## src/rtl/id_ex_decode_reg.sv

```systemverilog
// id_ex_decode_reg
//   Decodes the instruction in ID into the ALU_op encoding and the operand,
//   write-back and memory controls, then registers them into EX.
//   The EX register can be frozen (hold) or loaded with a bubble (stall,
//   flush, or an invalid ID slot).
//
// Ports
//   clk            rising-edge clock
//   reset          asynchronous active-high reset; clears the EX register
//   id_instr       instruction in ID
//   id_pc          PC of id_instr
//   id_valid       id_instr is a real instruction
//   hold           freeze the EX register; overrides stall and flush
//   stall          ID does not advance; EX receives a bubble
//   flush          ID instruction discarded; EX receives a bubble
//   ex_alu_op      ALU_op: 0000 add, 0001 sub, 0010 or, 0100 checked add
//   ex_alu_src_imm ALU A2 takes ex_ext_imm instead of the rt value
//   ex_a1_zero     ALU A1 forced to zero (lui)
//   ex_ext_imm     extended immediate
//   ex_rs, ex_rt   source register numbers for forwarding
//   ex_wr_reg      destination register, 0 when nothing is written
//   ex_reg_write   instruction writes a GPR
//   ex_mem_read    lw
//   ex_mem_write   sw
//   ex_branch      beq
//   ex_illegal     unrecognised instruction
//   ex_valid       EX holds a real instruction
//   ex_pc          PC of the EX instruction
module id_ex_decode_reg #(
  parameter int         PC_W   = 32,
  parameter logic [3:0] NOP_OP = 4'b0000
) (
  input  logic            clk,
  input  logic            reset,
  input  logic [31:0]     id_instr,
  input  logic [PC_W-1:0] id_pc,
  input  logic            id_valid,
  input  logic            hold,
  input  logic            stall,
  input  logic            flush,
  output logic [3:0]      ex_alu_op,
  output logic            ex_alu_src_imm,
  output logic            ex_a1_zero,
  output logic [31:0]     ex_ext_imm,
  output logic [4:0]      ex_rs,
  output logic [4:0]      ex_rt,
  output logic [4:0]      ex_wr_reg,
  output logic            ex_reg_write,
  output logic            ex_mem_read,
  output logic            ex_mem_write,
  output logic            ex_branch,
  output logic            ex_illegal,
  output logic            ex_valid,
  output logic [PC_W-1:0] ex_pc
);

  localparam logic [3:0] ALU_ADD  = 4'b0000;
  localparam logic [3:0] ALU_SUB  = 4'b0001;
  localparam logic [3:0] ALU_OR   = 4'b0010;
  localparam logic [3:0] ALU_CADD = 4'b0100;

  localparam logic [5:0] OP_RTYPE = 6'b000000;
  localparam logic [5:0] OP_BEQ   = 6'b000100;
  localparam logic [5:0] OP_ORI   = 6'b001101;
  localparam logic [5:0] OP_LUI   = 6'b001111;
  localparam logic [5:0] OP_LW    = 6'b100011;
  localparam logic [5:0] OP_SW    = 6'b101011;

  localparam logic [5:0] FN_ADDU  = 6'b100001;
  localparam logic [5:0] FN_SUBU  = 6'b100011;
  localparam logic [5:0] FN_CADD  = 6'b111111;

  function automatic logic signed [31:0] sext16(input logic signed [15:0] v);
    return 32'(v);
  endfunction

  function automatic logic [31:0] zext16(input logic [15:0] v);
    return {16'h0000, v};
  endfunction

  function automatic logic [31:0] upper16(input logic [15:0] v);
    return {v, 16'h0000};
  endfunction

  logic [5:0]  op;
  logic [5:0]  funct;
  logic [4:0]  f_rs;
  logic [4:0]  f_rt;
  logic [4:0]  f_rd;
  logic [15:0] f_imm;

  assign op    = id_instr[31:26];
  assign funct = id_instr[5:0];
  assign f_rs  = id_instr[25:21];
  assign f_rt  = id_instr[20:16];
  assign f_rd  = id_instr[15:11];
  assign f_imm = id_instr[15:0];

  // ---- decode stage (p0): combinational decode of id_instr ----
  logic [3:0]  alu_op_p0;
  logic        alu_src_imm_p0;
  logic        a1_zero_p0;
  logic [31:0] ext_imm_p0;
  logic [4:0]  dest_p0;
  logic        writes_p0;
  logic [4:0]  wr_reg_p0;
  logic        reg_write_p0;
  logic        mem_read_p0;
  logic        mem_write_p0;
  logic        branch_p0;
  logic        illegal_p0;

  always_comb begin
    alu_op_p0      = NOP_OP;
    alu_src_imm_p0 = 1'b0;
    a1_zero_p0     = 1'b0;
    ext_imm_p0     = 32'h0;
    dest_p0        = 5'd0;
    writes_p0      = 1'b0;
    mem_read_p0    = 1'b0;
    mem_write_p0   = 1'b0;
    branch_p0      = 1'b0;
    illegal_p0     = 1'b0;
    unique case (op)
      OP_RTYPE: begin
        if (id_instr == 32'h0) begin
          alu_op_p0 = ALU_ADD;
        end else begin
          unique case (funct)
            FN_ADDU: begin alu_op_p0 = ALU_ADD;  dest_p0 = f_rd; writes_p0 = 1'b1; end
            FN_SUBU: begin alu_op_p0 = ALU_SUB;  dest_p0 = f_rd; writes_p0 = 1'b1; end
            FN_CADD: begin alu_op_p0 = ALU_CADD; dest_p0 = f_rd; writes_p0 = 1'b1; end
            default: illegal_p0 = 1'b1;
          endcase
        end
      end
      OP_ORI: begin
        alu_op_p0      = ALU_OR;
        alu_src_imm_p0 = 1'b1;
        ext_imm_p0     = zext16(f_imm);
        dest_p0        = f_rt;
        writes_p0      = 1'b1;
      end
      OP_LUI: begin
        // lui is evaluated as 0 | {imm,16'h0}
        alu_op_p0      = ALU_OR;
        alu_src_imm_p0 = 1'b1;
        a1_zero_p0     = 1'b1;
        ext_imm_p0     = upper16(f_imm);
        dest_p0        = f_rt;
        writes_p0      = 1'b1;
      end
      OP_LW: begin
        alu_op_p0      = ALU_ADD;
        alu_src_imm_p0 = 1'b1;
        ext_imm_p0     = sext16(f_imm);
        dest_p0        = f_rt;
        writes_p0      = 1'b1;
        mem_read_p0    = 1'b1;
      end
      OP_SW: begin
        alu_op_p0      = ALU_ADD;
        alu_src_imm_p0 = 1'b1;
        ext_imm_p0     = sext16(f_imm);
        mem_write_p0   = 1'b1;
      end
      OP_BEQ: begin
        // compare by subtraction of rt; offset carried for the branch target
        alu_op_p0  = ALU_SUB;
        ext_imm_p0 = sext16(f_imm);
        branch_p0  = 1'b1;
      end
      default: illegal_p0 = 1'b1;
    endcase
  end

  // A write to $0 is suppressed so that reg_write always implies wr_reg != 0.
  assign reg_write_p0 = writes_p0 && (dest_p0 != 5'd0);
  assign wr_reg_p0    = reg_write_p0 ? dest_p0 : 5'd0;

  logic bubble;
  assign bubble = flush || stall || !id_valid;

  // ---- EX register (p1 boundary): reset > hold > bubble > load ----
  always_ff @(posedge clk or posedge reset) begin
    if (reset) begin
      ex_alu_op      <= NOP_OP;
      ex_alu_src_imm <= 1'b0;
      ex_a1_zero     <= 1'b0;
      ex_ext_imm     <= 32'h0;
      ex_rs          <= 5'd0;
      ex_rt          <= 5'd0;
      ex_wr_reg      <= 5'd0;
      ex_reg_write   <= 1'b0;
      ex_mem_read    <= 1'b0;
      ex_mem_write   <= 1'b0;
      ex_branch      <= 1'b0;
      ex_illegal     <= 1'b0;
      ex_valid       <= 1'b0;
      ex_pc          <= '0;
    end else if (hold) begin
      ex_valid <= ex_valid;
    end else if (bubble) begin
      ex_alu_op      <= NOP_OP;
      ex_alu_src_imm <= 1'b0;
      ex_a1_zero     <= 1'b0;
      ex_ext_imm     <= 32'h0;
      ex_rs          <= 5'd0;
      ex_rt          <= 5'd0;
      ex_wr_reg      <= 5'd0;
      ex_reg_write   <= 1'b0;
      ex_mem_read    <= 1'b0;
      ex_mem_write   <= 1'b0;
      ex_branch      <= 1'b0;
      ex_illegal     <= 1'b0;
      ex_valid       <= 1'b0;
      ex_pc          <= '0;
    end else begin
      ex_alu_op      <= alu_op_p0;
      ex_alu_src_imm <= alu_src_imm_p0;
      ex_a1_zero     <= a1_zero_p0;
      ex_ext_imm     <= ext_imm_p0;
      ex_rs          <= f_rs;
      ex_rt          <= f_rt;
      ex_wr_reg      <= wr_reg_p0;
      ex_reg_write   <= reg_write_p0;
      ex_mem_read    <= mem_read_p0;
      ex_mem_write   <= mem_write_p0;
      ex_branch      <= branch_p0;
      ex_illegal     <= illegal_p0;
      ex_valid       <= 1'b1;
      ex_pc          <= id_pc;
    end
  end

endmodule

```

## config.mk

```make
export PLATFORM = sky130hd
export DESIGN_NAME = id_ex_decode_reg
export DESIGN_NICKNAME = d
export VERILOG_FILES = /design/src/rtl/id_ex_decode_reg.sv
export SDC_FILE = /design/constraint.sdc
export NUM_CORES = 1
export LEC_CHECK = 0
export CAP_MARGIN = 10
export CORE_AREA = 2 2 131 69
export CTS_CLUSTER_DIAMETER = 60
export DETAILED_ROUTE_END_ITERATION = 12
export DIE_AREA = 0 0 133 71
export PLACE_DENSITY = 0.93
export SLEW_MARGIN = 30
export SYNTH_ARGS = -nofsm -noshare
export SYNTH_HDL_FRONTEND = slang
export SYNTH_SLANG_ARGS = --single-unit
export TNS_END_PERCENT = 50
```

## constraint.sdc

```tcl
create_clock -name clk -period 4.9 [get_ports clk]
set_input_delay 0.98 -clock clk [delete_from_list [all_inputs] [get_ports clk]]
set_output_delay 0.98 -clock clk [all_outputs]
set_load 0.03 [all_outputs]
```

# ---- Word-level counts from Yosys, hierarchy flattened
# Index checks and enable logic that the tools add are counted.
dict set report totals {
  ff_bits 91
  input_bits 70
  output_inout_bits 91
  elab_cells 68
}
dict set report op_classes {
  eq_ne 8
  mux 33
  reduce_logical 13
}
# cell n
set ops {}
lappend ops {{32-bit case mux with 3 select lines} 1}
lappend ops {{32-bit 2-to-1 mux} 2}
lappend ops {{32-bit logical NOT} 1}
lappend ops {{6-bit equality test (second input constant)} 5}
lappend ops {{5-bit 2-to-1 mux} 6}
lappend ops {{1-bit 2-to-1 mux} 17}
lappend ops {{6-bit by 4-bit equality test with 1-bit output (second input constant)} 2}
lappend ops {{5-bit case mux with 2 select lines} 1}
lappend ops {{3-bit case mux with 3 select lines} 1}
lappend ops {{3-bit OR reduction} 3}
lappend ops {{6-bit by 3-bit equality test with 1-bit output (second input constant)} 1}
lappend ops {{6-bit logical NOT} 1}
lappend ops {{3-bit case mux with 2 select lines} 1}
lappend ops {{5-bit nonzero test} 1}
lappend ops {{5-bit OR reduction} 1}
lappend ops {{4-bit 2-to-1 mux} 1}
lappend ops {{1-bit case mux with 2 select lines} 2}
lappend ops {{4-bit OR reduction} 1}
lappend ops {{3-bit 2-to-1 mux} 1}
lappend ops {{1-bit logical OR} 2}
lappend ops {{2-bit OR reduction} 1}
lappend ops {{1-bit logical AND} 1}
lappend ops {{1-bit logical NOT} 1}

# ---- Depth between registers and ports, before layout
# Gate-level depths: netlist (run 1).
dict set report logic_depth {
  word_depth 9
  ltp_mapped 6
  depth_no_buf 4
}

# ---- Worst setup path before layout (run 1)
# No wires, ideal clock.
dict set report synth_path {
  path_type {input to register}
  from {in hold}
  to {reg ex_reg_write}
  setup_ps 66
  t_arrival_ps 2114
  required_time_ps 4834
  setup_slack_ps 2720
  cell_stages 6
  n_path_buf 2
  path_cell_list {buf_2 nor4b_4 buf_2 nand4_1 nor2_2 a221o_1}
}
# element line
set synth_lines {}
lappend synth_lines {{start, declared} 38} ;# input logic hold,
lappend synth_lines {{end signal, assigned} 226} ;# ex_reg_write <= reg_write_p0;
lappend synth_lines {{end, declared} 48} ;# output logic ex_reg_write,

# ---- Worst setup path in the final report (run 1)
dict set report layout_path {
  from {in stall}
  to {reg ex_a1_zero}
}
dict set report layout_via {
  elab_chain_cells 3
}
# element line
set layout_rtl {}
lappend layout_rtl {{start, declared} 39} ;# input logic stall,
lappend layout_rtl {{1-bit logical OR (2 in series)} 182} ;# assign bubble = flush || stall || !id_valid;
lappend layout_rtl {{1-bit 2-to-1 mux} 203} ;# end else if (bubble) begin
lappend layout_rtl {{end signal, assigned} 221} ;# ex_a1_zero <= a1_zero_p0;
lappend layout_rtl {{end, declared} 43} ;# output logic ex_a1_zero,
# Every way passes these cells.
# A chain may end at the register's enable or synchronous reset.

==> results.cfg, run 1 <==
[run_status]
outcome = finished clean

[logic_synthesis]
synth_mux_area_frac = 0
post_synth_xor_area_fraction = 0
yosys.area.top_type = dfrtp_1
synth_cell_types = 35
ys_seq_area_frac = 0.614
yosysMostFrequentCell = dfrtp_1
async_flop_share = 1.00
yosys.area_share.simple = 0.0743
synth_top_family_by_area = compound AO/OA/AOI/OAI gates
synth_edf_count = 0
synth_adder_area_share = 0
ys_ff_latch = 90
yosys_warnings = 0
synth_ff_type = dfrtp_1
ys_top_cells_by_area = dfrtp_1 (61%), a22o_1 (19%), o2bb2ai_1 (3.8%), nand2_1 (1.4%), buf_2 (1.2%)
synth_top_area_share = 0.614
synth.top_cells.by_count = dfrtp_1 (90), a22o_1 (79), o2bb2ai_1 (16)
synth_cells = 281
netlist_area_sq_um = 3670
syn_nets = 351
synth.avg_cell_area_sq_um = 13.1
synth_compound_area_frac = 0.277

[critical_path]
cp_cell_sequence = clkdlybuf4s50_1 > nor4b_4 > buf_4 > and2_1 > nand3_1 > o21ai_1
critPathKind = in -> reg
r2r_slack_ns = 4.01
crit_arrival_ns = 3.04
worst-path-buf-inv = 2
cp-end-kind = flip-flop
max_stage_delay_ns = 0.57
crit_family = simple AND/OR/NAND/NOR gates
worstPathRequired_ns = 5.15
cpMaxStageDelayCell = nor4b_4
critPathMaxFanout = 41
start_kind = primary input

[floorplanning]
floorplan.die.width_um = 133
initial_core_util = 0.438
std_cell_rows = 24
ios = 161
die_h_um = 71
die_area_sq_um = 9440
core-area_sq_um = 8380

[cts]
root_buffer = clkbuf_16
cts.reportedPaths.clkPinSlew_ns = 0.06
hold_buffers = 0
clock_path_buffers = 2
cts-htree-levels = 3
clock-sinks = 90
cts_setup_buffers = 0
cts_tree = built
cts_made_buffers = 9
cts_resized = 0
clk_latency_ns = 0.32

[layout]
finish.utilization = 0.669
drive_gt1_frac = 0.0641
diodes = 0
nets = 502
finalInstanceArea_sq_um = 5610
fillers = 588
reg_top3 = ex_ext_imm: 32 flops, ex_pc: 32 flops
syn2layout_area_growth_pct = 52.8

[drt]
drt_iter0_markers = 138
drt_drc_violations_left = 0
finalWirelength_um = 10900
ant_nets = 0
post_drt_via_cell_ratio = 5.61
num_vias = 3106
dr.pass1.iters = 4
wire_per_inst_um = 19.6

[place]
dp_hpwl_um = 7560
numPortBuffers = 159
placed_area_sq_um = 5320
place_congestion = 0.887

[timing]
max_freq_mhz = 359
slew_headroom = 0.373
clock_skew_ns = 0
period_minus_slack_ns = 2.79
tightest_slew_ns = 0.940
setup_viol = 0
hold_violations = 0
fin_crit_sh = 0.569
rsz0062_at_grt = false
final_max_slew_viol_count = 0
final.setup.tns_ns = 0

[flow_run]
maxCapViolCount = 0

[power]
p_leak_uw = 0.00246
p_per_area_nw_per_um2 = 288
vdd_drop_max_mv = 0.216

[global_route]
met1_usage = 0.357
grt_overflow = 0
grtUsageMet3 = 0.0903
antenna_found_initial = 0
grt_max_degree = 91
grt_pass1_vias = 3105
track_usage = 0.241
grt-busiest-layer = met1
grt_pass1_wl_um = 17300
met2_usage = 0.324

[hold_path]
hp-class = reg -> reg
-- layout make-up --
cell class / instances / area (sq um) / share of cell area
tap: 117 / 146 / 0.0261
timing repair buffer: 162 / 1610 / 0.287
multi-input combinational: 165 / 1290 / 0.231
clock buffer: 10 / 239 / 0.0426
inverter: 4 / 17.5 / 0.00312
sequential: 90 / 2250 / 0.402
clock inverter: 6 / 48.8 / 0.00870
-- routing by layer --
| metal | vias up | routed length [um] | share of wire |
|---|---|---|---|
| li1 | 1397 | - | - |
| met1 | 1543 | 5030 | 0.46 |
| met2 | 160 | 4620 | 0.43 |
| met3 | 6 | 1140 | 0.10 |
| met4 | 0 | 75 | 0.0069 |
| met5 | - | 0 | 0 |
-- power breakdown --
| group | total [uW] | internal [uW] | leakage, uW | switching (uW) |
|---|---|---|---|---|
| logic | 195 | 90.5 | 0.00107 | 105 |
| registers | 766 | 757 | 0.00125 | 8.80 |
| clock network | 654 | 363 | 0.000143 | 291 |
-- cell families (layout without fill, tap and decap cells) --
group / Yosys count / count (layout)
other: 1 / 1
and+or+nand+nor: 45 / 45
DFF: 90 / 90
buffers and inverters: 26 / 182
AOI/OAI and AO/OA: 119 / 119
-- cell usage in the layout, fill, tap and decap left out, drive strengths merged, types with 4 or more instances in the layout --
master and n:
clkdlybuf4s50 158, dfrtp 90, a22o 79, o2bb2ai 16, nand2 15, clkbuf 10, o21ai 9, a21o 6
inv 6, nand3 5, nor2 5, nor3 4, nor4 4, clkinv 4, buf 4
-- worst paths after layout --
path / startpoint / endpoint / cells after the start
worst max-delay path: stall / ex_a1_zero / 6
worst min-delay path: ex_valid / ex_valid / 1
worst max register to register: ex_wr_reg[4] / ex_wr_reg[4] / 2
worst min register to register: ex_valid / ex_valid / 1
max in group asynchronous: reset / ex_alu_op[1] / 3
min in group asynchronous: reset / ex_pc[12] / 2
-- per-stage QoR --
stage          instances  hold WS, ns  setup slack [ns]  power [uW]
2_1_floorplan        281        0.661              1.58         861
4_1_cts              554        0.489              2.13        1630
3_3_place_gp         538        0.462              1.87         970
5_1_grt              554        0.523              1.98        1680
6_report             554        0.486              2.11        1610
3_5_place_dp         538        0.475              1.80         974
-- worst register-to-register path: cells and delay by family, from the launching register on --
kind               cells  cell delay (ns)
DFF                    1             0.39
AOI/OAI and AO/OA      2             0.39
Note: power is estimated with default switching activity, not from simulation.
==> run 2: changes to the inputs <==
--- a/config.mk
+++ b/config.mk
@@ -6,11 +6,11 @@
 export NUM_CORES = 1
 export LEC_CHECK = 0
 export CAP_MARGIN = 10
-export CORE_AREA = 2 2 131 69
+export CORE_AREA = 2 2 142 75
 export CTS_CLUSTER_DIAMETER = 60
 export DETAILED_ROUTE_END_ITERATION = 12
-export DIE_AREA = 0 0 133 71
-export PLACE_DENSITY = 0.93
+export DIE_AREA = 0 0 144 77
+export PLACE_DENSITY = 0.85
 export SLEW_MARGIN = 30
 export SYNTH_ARGS = -nofsm -noshare
 export SYNTH_HDL_FRONTEND = slang
==> constraint.sdc (replaced) <==
create_clock -name clk -period 2.5 [get_ports clk]
set_input_delay 0.5 -clock clk [delete_from_list [all_inputs] [get_ports clk]]
set_output_delay 0.5 -clock clk [all_outputs]
set_load 0.03 [all_outputs]
==> run 2 against run 1 <==
Compared with the run above:
- clock power up 120%
- sequential cell count did not move
- setup slack got worse by 1.8 ns
- hold slack better by 0.0022 ns
- non-clock buffer count up 5
- final cell count up 5.1%
- clock-buffer cell count is 1 higher
- total power is 100% higher
- critical path type unchanged
- highest routed layer unchanged
==> results.cfg, run 2 (same netlist as run 1, synthesis figures left out) <==
[cts]
clk_latency_ns = 0.34
cts_tree = built
cts_made_buffers = 9
cts-htree-levels = 3
clock-sinks = 90
cts.reportedPaths.clkPinSlew_ns = 0.07
cts_setup_buffers = 0
hold_buffers = 0
root_buffer = clkbuf_16
clock_path_buffers = 2
cts_resized = 0

[timing]
rsz0062_at_grt = false
period_minus_slack_ns = 2.18
worst_slack_ns = 0.316
final.setup.tns_ns = 0
clock_skew_ns = 0
setup_viol = 0
hold_violations = 0
tightest_slew_ns = 0.934
max_freq_mhz = 458
fin_crit_sh = 0.874
final_max_slew_viol_count = 0
slew_headroom = 0.377

[global_route]
track_usage = 0.213
grt_pass1_wl_um = 17700
grt_overflow = 0
grt_max_degree = 91
antenna_found_initial = 0
grt_pass1_vias = 3199

[drt]
post_drt_via_cell_ratio = 5.34
drt_drc_violations_left = 0
dr.pass1.iters = 4
drt_iter0_markers = 155
num_vias = 3108
wire_per_inst_um = 19.7
finalWirelength_um = 11500
ant_nets = 0

[hold_path]
hp-class = reg -> reg

[power]
finalPower_uw = 3300
swShare = 0.242
p_per_area_nw_per_um2 = 576
vdd_drop_max_mv = 0.343
power_frac_seq = 0.454
p_clk_frac = 0.427
switching_power_uw = 799
power_frac_comb = 0.119
p_leak_uw = 0.00250
intPower_uw = 2500

[layout]
syn2layout_area_growth_pct = 56.1
reg_top3 = ex_ext_imm: 32 flops, ex_pc: 32 flops
diodes = 0
finish.utilization = 0.581
drive_gt1_frac = 0.0747
mostFrequentLayoutCells = clkdlybuf4s50_1 (158), dfrtp_1 (90), a22o_1 (79), o2bb2ai_1 (16), nand2_1 (14)
finalInstanceArea_sq_um = 5730
fillers = 802
layout_commonest_cell = clkdlybuf4s50_1
nets = 507

[critical_path]
max_stage_delay_ns = 0.61
start_kind = primary input
crit_family = compound AO/OA/AOI/OAI gates
cpMaxStageDelayCell = a22oi_2
worst-path-buf-inv = 1
cp_cell_sequence = clkdlybuf4s50_1 > and3b_1 > a22oi_2 > o2bb2ai_1 > a22o_1
cp-end-kind = flip-flop
critPathKind = in -> reg
critPathMaxFanout = 16
r2r_slack_ns = 1.61
worstPathRequired_ns = 2.73
crit_arrival_ns = 2.41

[floorplanning]
initial_core_util = 0.372
core-area_sq_um = 9860
ios = 161
std_cell_rows = 26
die_h_um = 77
floorplan.die.width_um = 144
die_area_sq_um = 11100

[run_status]
outcome = finished clean

[place]
placed_area_sq_um = 5410
dp_hpwl_um = 8070
pre_cts_ws_ns = -0.0148
numPortBuffers = 159
place_congestion = 0.813

[flow_run]
maxCapViolCount = 0
run 2: worst paths after layout:
| path | start | depth (start not counted) | endpoint |
|---|---|---|---|
| max | id_instr[27] | 5 | ex_ext_imm[23] |
| max in group asynchronous | reset | 3 | ex_rt[0] |
| min reg2reg | ex_alu_op[1] | 2 | ex_alu_op[1] |
| max reg2reg | ex_wr_reg[1] | 2 | ex_wr_reg[1] |
| min in group asynchronous | reset | 3 | ex_pc[6] |
| min | ex_alu_op[1] | 2 | ex_alu_op[1] |
run 2: power by group through the flow:
stage	clock [uW]	sequential [uW]	combinational, uW
after floorplan	0	1580	106
after global placement	0	1530	382
after detailed placement	0	1530	392
after CTS	1450	1500	394
after global routing	1510	1500	417
final	1410	1500	391
run 2: through the flow:
| stage | cells | hold slack [ns] |
|---|---|---|
| finish | 582 | 0.488 |
| floorplan | 281 | 0.609 |
| global route | 582 | 0.525 |
| CTS | 582 | 0.493 |
| global placement | 566 | 0.463 |
| detailed placement | 566 | 0.475 |
run 2: worst reg2reg max path: cells and delay by family, from the launching register on:
family / cells / cell delay, ns
compound gates: 2 / 0.39
flops: 1 / 0.40
run 2: layer usage:
layer,share of wire,up-vias,track usage
met5,0,-,0
met4,0.016,0,0.0608
met3,0.10,14,0.0862
met2,0.43,132,0.306
met1,0.45,1561,0.295
li1,-,1401,-
run 2: cell type report:
cell class / count / area, sq um / share of cell area
multi-input combinational: 165 / 1290 / 0.226
timing repair buffer: 167 / 1670 / 0.292
sequential: 90 / 2250 / 0.393
clock buffer: 11 / 253 / 0.0441
clock inverter: 5 / 62.6 / 0.0109
inverter: 4 / 18.8 / 0.00328
tap: 140 / 175 / 0.0306
==> RTL change (settings of run 2) <==
`PC_W`: 32 -> 28.
--- a/src/rtl/id_ex_decode_reg.sv
+++ b/src/rtl/id_ex_decode_reg.sv
@@ -27,7 +27,7 @@
 //   ex_valid       EX holds a real instruction
 //   ex_pc          PC of the EX instruction
 module id_ex_decode_reg #(
-  parameter int         PC_W   = 32,
+  parameter int         PC_W   = 28,
   parameter logic [3:0] NOP_OP = 4'b0000
 ) (
   input  logic            clk,
Interface: changed (resized ex_pc and id_pc); port bits go from 161 to 153. No check against the original RTL was run, so the function may have changed too.
==> RTL change against run 2 <==
Setup slack gained 0.011 ns. Sequential cell count decreased by 4. Critical path type unchanged. Count of clock-buffer cells in the layout did not move. Critical path depth stayed put. First-iteration DRC count rose by 10%. Utilization fell by 1.2 points. Wire length down 2.4%. Via count increased by 1.1%. Fmax up 0.51%. Final area down 2.1%. Non-clock buffer count rose by 1. Synthesized area fell by 3.1%. Total power down 5.1%.
==> RTL change: results (changes against run 2) <==
* Pre-CTS setup slack at 0.0442 ns (+0.0590 ns)
* Post-CTS setup buffers at 0 (unchanged)
* First-pass GRT wire length at 17,600 um (-0.51%)
* Vias in the first global route at 3,207 (+0.25%)
* Synth cell types at 41 (+17%)
* Post-DP HPWL at 8230 um (+1.9%)
* GRT Overall Usage at 20.9% (-0.33 points)
* N_diodes at 0 (unchanged)
* Post-synth top cells: dfrtp_1 (86), a22o_1 (71), nand2_1 (23), clkbuf_1 (17), o2bb2ai_1 (15)
* Worst Hold Launch: ex_branch$_DFFE_PP0N_
* WL per Instance at 19.2 um (-2.4%)
* Initial DRC Count at 171 (+10%)
* FF-to-FF path depth at 1 (-1)
* Status: complete, no violations
* Worst Max-Slew Pin Slew at 0.701 ns (-0.233 ns)
* Total internal power at 0.00238 W (-5.0%)
* Sequential fraction of the synthesis area at 60.5% (-0.83 points)
* Pleak at 2.36 nW (-5.6%)
* FF-to-FF setup slack at 1.75 ns (+0.14 ns)
* Largest net degree at the start of global routing at 46 (-49%)
* RePlAce Congestion at 0.758 (-6.7%)
* Buffers on Ports at 151 (-5.0%)
* Hold path endpoint: ex_branch$_DFFE_PP0N_
* Pre-antenna DRT Iters at 4 (unchanged)
* Layout Nets at 503 (-0.79%)
* Via-per-instance ratio at 5.40 (+1.1%)
* Top cells by area, synth: dfrtp_1 (61%), a22o_1 (17%), o2bb2ai_1 (3.7%), nand2_1 (2.4%), clkbuf_1 (1.8%)
* Biggest regs: ex_ext_imm (32), ex_pc (28)
* Final Cycle Share at 86.9% (-0.45 points)
* Crit path DAT at 2.42 ns
* Worst r2r dst: ex_pc[17]$_DFFE_PP0N_
* Post-Syn Nets at 346 (-1.4%)
* Fillers at 815 (+1.6%)
* Max FO, Critical Path at 7 (-9)
* VDD IR max at 0.306 mV (-11%)
* R2R Path Start: ex_pc[17]$_DFFE_PP0N_
* Fraction of layout cells with a size suffix above 1 at 9.28% (+1.8 points)
## RTL change: cell families (layout without fill, tap and decap cells)
logic type,after synthesis,count (layout),share of synthesized area (%)
compound gates,114,114,27.9
flops,86,86,60.5
simple gates,56,56,8.59
buf+inv,23,185,2.85
other cells,1,1,0.105
## RTL change: cell type report
cell class	instances	area, um^2	share of cell area [%]
Multi-Input combinational cell	171	1310	23.3
Inverter	1	7.51	0.134
Sequential cell	86	2150	38.4
Clock inverter	5	60.1	1.07
Timing Repair Buffer	168	1670	29.8
Tap cell	140	175	3.12
Clock buffer	11	233	4.15
## RTL change: worst max-delay path by stage
stage	end	from	cells after the start	slack, ns
final	ex_wr_reg[3]$_DFFE_PP0N_	id_instr[3]	5	0.33
after detailed placement	ex_wr_reg[3]$_DFFE_PP0N_	id_instr[3]	5	0.04
after floorplan	ex_ext_imm[0]$_DFFE_PP0N_	hold	5	0.51
after global placement	ex_illegal$_DFFE_PP0N_	id_instr[6]	5	0.08
after global routing	ex_wr_reg[3]$_DFFE_PP0N_	id_instr[3]	5	0.24
after CTS	ex_wr_reg[3]$_DFFE_PP0N_	id_instr[3]	5	0.40
## RTL change: metal layers
metal  global-route usage, %  wire (um)  up-vias
li1                        -          -     1400
met1                    28.9       5060     1587
met2                    31.0       5010      153
met3                    8.18       1080        2
met4                    4.90         27        0
met5                       0          0        -
## RTL change: worst max-delay path: stages
cell and delay [ns]:
clkdlybuf4s50_1 0.49, or3_1 0.46, a2111oi_4 0.58, a22oi_1 0.19
o21ai_0 0.19
## RTL change: power groups by stage
stage                     combinational, W  clock [W]  sequential (W)
after floorplan                   0.000105          0         0.00151
after global placement            0.000381          0         0.00146
after detailed placement          0.000388          0         0.00146
after CTS                         0.000389    0.00135         0.00143
after global routing              0.000413    0.00142         0.00143
final                             0.000385    0.00131         0.00143
## RTL change: through the flow
step / power (W) / util (%) / instance area [um^2] / hold slack [ns] / instances
detailed placement: 0.00185 / 53.9 / 5310 / 0.460 / 566
global route: 0.00327 / 56.9 / 5610 / 0.495 / 582
global placement: 0.00184 / 53.9 / 5310 / 0.456 / 566
finish: 0.00313 / 56.9 / 5610 / 0.473 / 582
CTS: 0.00317 / 56.9 / 5610 / 0.474 / 582
floorplan: 0.00161 / - / 3560 / 0.596 / 280
